## src/rtl/driver_atuadores_pkg.sv

```systemverilog
// Shared definitions between the alarm control FSM and the actuator driver:
// command bit positions, command codes and the pattern-phase encoding.
package alarme_pkg;

    localparam int unsigned IDX_LED   = 0;
    localparam int unsigned IDX_VIBRA = 1;
    localparam int unsigned IDX_APITA = 2;

    localparam logic [2:0] NULA             = 3'b000;
    localparam logic [2:0] LED0             = 3'b001;
    localparam logic [2:0] LED_VIBRA0       = 3'b011;
    localparam logic [2:0] LED_VIBRA_APITA0 = 3'b111;

    typedef enum logic {
        FASE_ON  = 1'b0,
        FASE_OFF = 1'b1
    } fase_t;

endpackage

```

## src/rtl/driver_atuadores_gerador_padrao.sv

```systemverilog
// Periodic on/off pattern generator: while en is high the output is high for
// ON cycles, then low for OFF cycles, restarting at the ON phase on every enable.
module gerador_padrao
    import alarme_pkg::*;
#(
    parameter int unsigned ON    = 1,
    parameter int unsigned OFF   = 1,
    parameter int unsigned CNT_W = 32
) (
    input  logic clk,
    input  logic rst_n,
    input  logic en,
    output logic out
);

    localparam logic [CNT_W-1:0] ON_C     = CNT_W'(ON);
    localparam logic [CNT_W-1:0] OFF_C    = CNT_W'(OFF);
    localparam logic [CNT_W-1:0] CNT_ZERO = '0;
    localparam logic [CNT_W-1:0] CNT_ONE  = CNT_W'(1);

    logic [CNT_W-1:0] cnt;
    fase_t            fase;

    // cnt == 0 only while idle, so it marks the first enabled cycle
    always_ff @(posedge clk or negedge rst_n) begin
        if (!rst_n) begin
            cnt  <= '0;
            fase <= FASE_ON;
            out  <= 1'b0;
        end else if (!en) begin
            cnt  <= '0;
            fase <= FASE_ON;
            out  <= 1'b0;
        end else if (cnt == CNT_ZERO) begin
            cnt  <= CNT_ONE;
            fase <= FASE_ON;
            out  <= 1'b1;
        end else if (fase == FASE_ON) begin
            if (cnt == ON_C) begin
                cnt  <= CNT_ONE;
                fase <= FASE_OFF;
                out  <= 1'b0;
            end else begin
                cnt <= cnt + CNT_ONE;
            end
        end else begin
            if (cnt == OFF_C) begin
                cnt  <= CNT_ONE;
                fase <= FASE_ON;
                out  <= 1'b1;
            end else begin
                cnt <= cnt + CNT_ONE;
            end
        end
    end

endmodule

```

## src/rtl/driver_atuadores.sv

```systemverilog
// Actuator driver: turns the registered 3-bit alarm command into a blinking
// LED, a pulsed vibrator and a beeping square-wave tone on the speaker.
module driver_atuadores
    import alarme_pkg::*;
#(
    parameter int unsigned LED_HALF  = 25_000_000,
    parameter int unsigned VIB_ON    = 15_000_000,
    parameter int unsigned VIB_OFF   = 10_000_000,
    parameter int unsigned BEEP_ON   = 10_000_000,
    parameter int unsigned BEEP_OFF  = 5_000_000,
    parameter int unsigned TONE_HALF = 12_500,
    parameter int unsigned CNT_W     = 32
) (
    input  logic       clk,
    input  logic       rst_n,
    input  logic [2:0] saida,
    output logic       led,
    output logic       vibra,
    output logic       speaker,
    output logic       busy
);

    logic [2:0] saida_q;
    logic       beep_q;
    logic       tone_q;

    always_ff @(posedge clk or negedge rst_n) begin
        if (!rst_n) begin
            saida_q <= '0;
        end else begin
            saida_q <= saida;
        end
    end

    assign busy = |saida_q;

    gerador_padrao #(
        .ON    (LED_HALF),
        .OFF   (LED_HALF),
        .CNT_W (CNT_W)
    ) u_led (
        .clk   (clk),
        .rst_n (rst_n),
        .en    (saida_q[IDX_LED]),
        .out   (led)
    );

    gerador_padrao #(
        .ON    (VIB_ON),
        .OFF   (VIB_OFF),
        .CNT_W (CNT_W)
    ) u_vibra (
        .clk   (clk),
        .rst_n (rst_n),
        .en    (saida_q[IDX_VIBRA]),
        .out   (vibra)
    );

    gerador_padrao #(
        .ON    (BEEP_ON),
        .OFF   (BEEP_OFF),
        .CNT_W (CNT_W)
    ) u_beep (
        .clk   (clk),
        .rst_n (rst_n),
        .en    (saida_q[IDX_APITA]),
        .out   (beep_q)
    );

    // Shares the speaker enable with the beep gate so both restart in step
    gerador_padrao #(
        .ON    (TONE_HALF),
        .OFF   (TONE_HALF),
        .CNT_W (CNT_W)
    ) u_tone (
        .clk   (clk),
        .rst_n (rst_n),
        .en    (saida_q[IDX_APITA]),
        .out   (tone_q)
    );

    assign speaker = beep_q & tone_q;

endmodule

```

## config.mk

```make
export PLATFORM = sky130hd
export DESIGN_NAME = driver_atuadores
export DESIGN_NICKNAME = d
export VERILOG_FILES = /design/src/rtl/driver_atuadores_pkg.sv /design/src/rtl/driver_atuadores_gerador_padrao.sv /design/src/rtl/driver_atuadores.sv
export SDC_FILE = /design/constraint.sdc
export NUM_CORES = 1
export LEC_CHECK = 0
export BUFFER_PORTS_ARGS = -buffer_cell sky130_fd_sc_hd__buf_4
export CELL_PAD_IN_SITES_DETAIL_PLACEMENT = 0
export CELL_PAD_IN_SITES_GLOBAL_PLACEMENT = 1
export CORE_MARGIN = 5
export CORE_UTILIZATION = 50
export CTS_BUF_LIST = sky130_fd_sc_hd__clkbuf_16
export DETAILED_ROUTE_END_ITERATION = 10
export GPL_TIMING_DRIVEN = 0
export PLACE_DENSITY_LB_ADDON = 0.1
export SKIP_LAST_GASP = 1
export SYNTH_ARGS = -nofsm -noshare
export SYNTH_HDL_FRONTEND = slang
export SYNTH_SLANG_ARGS = --single-unit
```

## constraint.sdc

```tcl
create_clock -name clk -period 4 [get_ports clk]
set_clock_uncertainty 0.1 [all_clocks]
set_input_delay 0 -clock clk [delete_from_list [all_inputs] [get_ports clk]]
set_output_delay 0 -clock clk [all_outputs]
set_load 0.03 [all_outputs]
```

Yosys cells after proc, flatten, opt, wreduce, memory -nomap -nowiden
Index checks and enable logic that the tools add are counted.

$add $sub $neg: 4. Equal/unequal tests: 12. Muxes and demuxes: 56. Bitwise operators: 1. Reductions and logical operators: 7.

Operators with widths (count): 32-bit 2-to-1 mux (16); 32-bit by 1-bit adder with 32-bit output, second input constant (4); 32-bit zero test (4); 32-bit by 24-bit == test with 1-bit output, second input constant (3); 1-bit 2-to-1 mux (40); 32-bit by 14-bit == test with 1-bit output, second input constant (1); 32-bit by 23-bit == test with 1-bit output, second input constant (1); 32-bit by 25-bit == test with 1-bit output, second input constant (1); 4-bit by 1-bit != test with 1-bit output, second input constant (2); 4-bit != test, second input constant (2); 3-bit by 1-bit != test with 1-bit output, second input constant (2); 2-bit AND reduction (2); 3-bit OR reduction (1); 1-bit bitwise AND (1).

Bits in registers: 139. Input port bits: 5. Output and inout port bits: 4. Word-level logic and storage cells: 93.

Longest topological paths before layout
Depth in word-level cells: 5. Depth in mapped cells: 9. Mapped depth without buffers: 7.

Hierarchy
Synthesis repeated with hierarchy kept, for this count alone.

Cell total of the unflattened synthesis: 789. Area, all modules: 7559.8 µm².

By module, submodules not included: gerador_padrao (u_vibra) (instances 1, cells an instance 202, area an instance 1918.1 µm², sequential area each 850.8 µm²); gerador_padrao (u_led) (instances 1, cells an instance 194, area an instance 1891.8 µm², sequential area each 850.8 µm²); gerador_padrao (u_beep) (instances 1, cells an instance 194, area an instance 1865.5 µm², sequential area each 850.8 µm²); gerador_padrao (u_tone) (instances 1, cells an instance 194, area an instance 1796.7 µm², sequential area each 850.8 µm²); driver_atuadores (instances 1, cells an instance 5, area an instance 87.6 µm², sequential area each 75.1 µm²).

Worst setup path after synthesis
OpenSTA, ideal clock, no wires.

Kind: reg2reg. From: register u_beep.cnt[22]. To: register u_beep.cnt[11]. Setup time: 0.119 ns. Arrival time: 2.153 ns. Required time: 3.781 ns. Slack: 1.628 ns. Stages on the path, launching flop included: 7. Buffers on the path: 1. Period minus slack after synthesis: 2.372 ns. Cells stage by stage: dfrtp_1 or4_1 or4_4 a2111oi_4 o22a_2 buf_6 nor2_1.

Cells in the longest elaborated chain, start to end: 5. Elaborated cells on any way between the ends: 8. Those cells by class: 2 x eq/ne; 5 x mux; 1 x reduce/logical.

Ends and longest elaborated chain: from (decl) (line driver_atuadores_gerador_padrao.sv:21) `logic [CNT_W-1:0] cnt;`; from (signal assigned) (line driver_atuadores_gerador_padrao.sv:44) `cnt <= cnt + CNT_ONE;`; from (signal assigned) (line driver_atuadores_gerador_padrao.sv:52) `cnt <= cnt + CNT_ONE;`; 32-bit by 24-bit == test with 1-bit output / 32-bit by 23-bit == test with 1-bit output (equally long branches) (line driver_atuadores_gerador_padrao.sv:39, driver_atuadores_gerador_padrao.sv:47); 32-bit 2-to-1 mux, on equally long branches (line driver_atuadores_gerador_padrao.sv:39, driver_atuadores_gerador_padrao.sv:47); 32-bit 2-to-1 mux (line driver_atuadores_gerador_padrao.sv:38) `end else if (fase == FASE_ON) begin`; 32-bit 2-to-1 mux (*) (line driver_atuadores_gerador_padrao.sv:34) `end else if (cnt == CNT_ZERO) begin`; 32-bit 2-to-1 mux (*) (line driver_atuadores_gerador_padrao.sv:30) `end else if (!en) begin`.

Every way passes the cells marked *; elsewhere a longest branch is shown, timed or not. A chain may end at the register's enable or synchronous reset.

Final worst setup path
From: register u_tone.cnt[0]. To: register u_tone.cnt[27].

Cells in the longest elaborated chain, start to end: 4. Elaborated cells on any way between the ends: 6. Those cells by class: 1 x add/sub; 1 x eq/ne; 3 x mux; 1 x reduce/logical.

Ends and longest elaborated chain (line): from (decl) (driver_atuadores_gerador_padrao.sv:21); from (signal assigned) (driver_atuadores_gerador_padrao.sv:44); from (signal assigned) (driver_atuadores_gerador_padrao.sv:52); 32-bit by 1-bit adder with 32-bit output / 32-bit by 14-bit == test with 1-bit output (equally long branches); 32-bit 2-to-1 mux (driver_atuadores_gerador_padrao.sv:39, driver_atuadores_gerador_padrao.sv:47); 32-bit 2-to-1 mux (*) (driver_atuadores_gerador_padrao.sv:34); 32-bit 2-to-1 mux (*) (driver_atuadores_gerador_padrao.sv:30).

Marked as above.

==> results.cfg <==
[run_status]
status = completed

[die]
pin_count = 9
fp.dieH_um = 130
fp.dieW_um = 130
die_area_mm2 = 0.0169
row_count = 43
core-area_mm2 = 0.0140
initial_core_util = 0.514

[logic_synthesis]
yosys.area_share.simple = 0.302
ys_types = 44
synth_edf_count = 0
synth_nets = 781
synth_adder_area_share = 0.0139
synth_most_common_cell = nor2_1
ys.flop_type = dfrtp_1
synth_area_leader_cell = dfrtp_1
synth_top_family_by_area = simple AND/OR/NAND/NOR gates
synth_xor_area_frac = 0.137
synth_mux_area_frac = 0.00139
ys_ff_latch = 139
yosysSeqAreaShare = 0.484
synth_area_leaders = dfrtp_1 (48%), xor2_1 (9.3%), nor2_1 (7.4%), xnor2_1 (4.4%), nand4_1 (4.4%)
avgSynthCellArea_um2 = 9.35
synthCells = 768
ys_warn_count = 0
synth_common_cells = nor2_1 (142), dfrtp_1 (139), xor2_1 (76), nand3_1 (57), nand2_1 (51)
syn-cell-area_mm2 = 0.00718
yosysTopAreaCellShare = 0.484
async_flop_share = 1.00
synth_compound_area_frac = 0.0359

[grt]
grt_pass1_wl_mm = 26.7
grt_max_degree = 84
grt_usage = 0.196
grt_pass1_vias = 5582
antenna_found_initial = 0
grt_overflow = 0

[job]
maxCapViolCount = 0

[route]
viasPerCell = 5.66
drc = 0
dr.pass1.iters = 5
dr_total_vias = 5611
drtIter0Drc = 273
ant_nets = 0
wl_per_cell_um = 15.4
drt_wl_total_mm = 15.3

[clock_network]
htreeDepth = 4
clk_pin_slew_ps = 60
cts_setup_buffers = 0
clk_latency_ps = 420
cts_tree = built
root_buffer = clkbuf_16
numCtsBuffers = 17
clockBufferDepth = 2
cts_sinks = 139

[final_layout]
diodes = 0
seq_area_mm2 = 0.00348
area_growth_pct = 13.1
fin_nets = 813
drive_above_1_share = 0.0567
postLayoutCellArea_mm2 = 0.00813
fillers = 1244
multi_input_area_mm2 = 0.00352

[place]
place_congestion = 0.828
hpwl_mm = 10.5
io_buffers = 8
place_area_mm2 = 0.00750
post-place-ws_ps = 1230

[critical_path]
crit_path_start = u_tone.cnt[0]
regToRegStartpoint = u_tone.cnt[0]
crit_fanout = 10
cp-end-kind = register
r2r_cells = 9
rr_endpoint = u_tone.cnt[27]
cp.required_ps = 4190
start_kind = register
critPathMaxStageDelay_ps = 460
rrSetupSlack_ps = 1270
crit_slowest_cell = nor3_1
path_class = reg2reg
path_cells = inv_1, ha_1, nor4b_1, nand4_1, nor3_1, nand2b_1, buf_2, buf_1, nor2_1
cp.arrival_ps = 2930

[timing]
period_minus_slack_ps = 2730
setup_viol = 0
max_freq_ghz = 0.366
layout_worst_path_cycle_share = 0.683
worstMarginPinSlew_ps = 1180
finalHoldViolCount = 0
max_slew_margin = 0.204
setup_slack_ps = 1270
final_max_slew_viol_count = 0
rsz0062_at_grt = false
tns_ps = 0

[hold_path]
hp-class = in2async

[pwr]
p_leak_nw = 3.37
peakVddDrop_uv = 300
power_mw = 3.16
power_density_mw_per_mm2 = 389
-- routing by layer --
metal | GRT usage | vias to the layer above | part of all wire
met5 | 0 | - | 0
met4 | 0.0526 | 0 | 0.014
met3 | 0.0495 | 16 | 0.034
met2 | 0.306 | 78 | 0.47
met1 | 0.274 | 2755 | 0.48
li1 | - | 2762 | -
-- how the worst max path moves through the flow --
stage          slack [ps]             end  cells past startpoint
6_report             1270  u_tone.cnt[27]                      9
5_1_grt               950  u_tone.cnt[28]                      9
4_1_cts              1210  u_tone.cnt[27]                      9
3_5_place_dp         1230  u_tone.cnt[27]                      9
3_3_place_gp         1180  u_tone.cnt[28]                      9
2_1_floorplan        1630  u_beep.cnt[11]                      6
-- cell usage in the layout, fill, tap and decap left out, drive strengths merged, types with 4 or more instances in the layout --
cell type and n:
a21oi 8, a31oi 4, and2 8, and3 22
and4 15, buf 15, bufinv 4, clkbuf 36
clkinv 5, dfrtp 139, dlygate4sd3 4, ha 8
inv 24, nand2 51, nand2b 4, nand3 57
nand4 50, nor2 142, nor3 14, nor4 38
nor4b 4, o21ai 7, or3 9, or4 7
xnor2 36, xor2 76
-- flip-flops by register name (all words and copies together), names as in the netlist --
register	flops
saida_q	3
u_beep.cnt	32
u_beep.fase	1
u_beep.out	1
u_led.cnt	32
u_led.fase	1
u_led.out	1
u_tone.cnt	32
u_tone.fase	1
u_tone.out	1
u_vibra.cnt	32
u_vibra.fase	1
u_vibra.out	1
-- critical path: cells and delay by family, from the launching register on --
| family | cells | cell delay [ps] |
|---|---|---|
| and+or+nand+nor | 5 | 1260 |
| buffers and inverters | 3 | 660 |
| DFF | 1 | 430 |
| adders and majority gates | 1 | 160 |
-- cell families (layout without fill, tap and decap cells) --
| group | Yosys count | count (layout) |
|---|---|---|
| AO/OA/AOI/OAI | 35 | 35 |
| XOR/XNOR | 112 | 112 |
| adder cells (fa/ha/maj) | 8 | 8 |
| buffers and inverters | 46 | 89 |
| flip-flops | 139 | 139 |
| multiplexers | 1 | 1 |
| AND/OR/NAND/NOR | 427 | 427 |
-- layout make-up --
cell class	count	area share
Buffer	25	0.0131
Clock buffer	17	0.0523
Clock inverter	13	0.0199
Inverter	21	0.00970
Multi-Input combinational cell	583	0.433
Sequential cell	139	0.428
Tap cell	180	0.0277
Timing Repair Buffer	13	0.0162
-- through the flow --
step / std cells / hold slack (ps) / util
finish: 991 / 16.8 / 0.581
global route: 991 / 68.4 / 0.581
CTS: 991 / 34.0 / 0.581
detailed placement: 957 / -92.7 / 0.536
global placement: 956 / 10.3 / 0.534
floorplan: 768 / -396 / -
-- where the power goes --
| part | leakage (nW) | switching [mW] | internal (mW) |
|---|---|---|---|
| Sequential | 1.92 | 0.0157 | 1.42 |
| Clock | 0.297 | 0.563 | 1.02 |
| Combinational | 1.16 | 0.0976 | 0.0432 |
| Total | 3.37 | 0.676 | 2.48 |
-- what timing repair did --
action	in CTS	in global routing
hold endpoints to repair	142	0
hold buffers	4	0
gates resized for setup	0	0
Note: power is estimated with default switching activity, not from simulation.
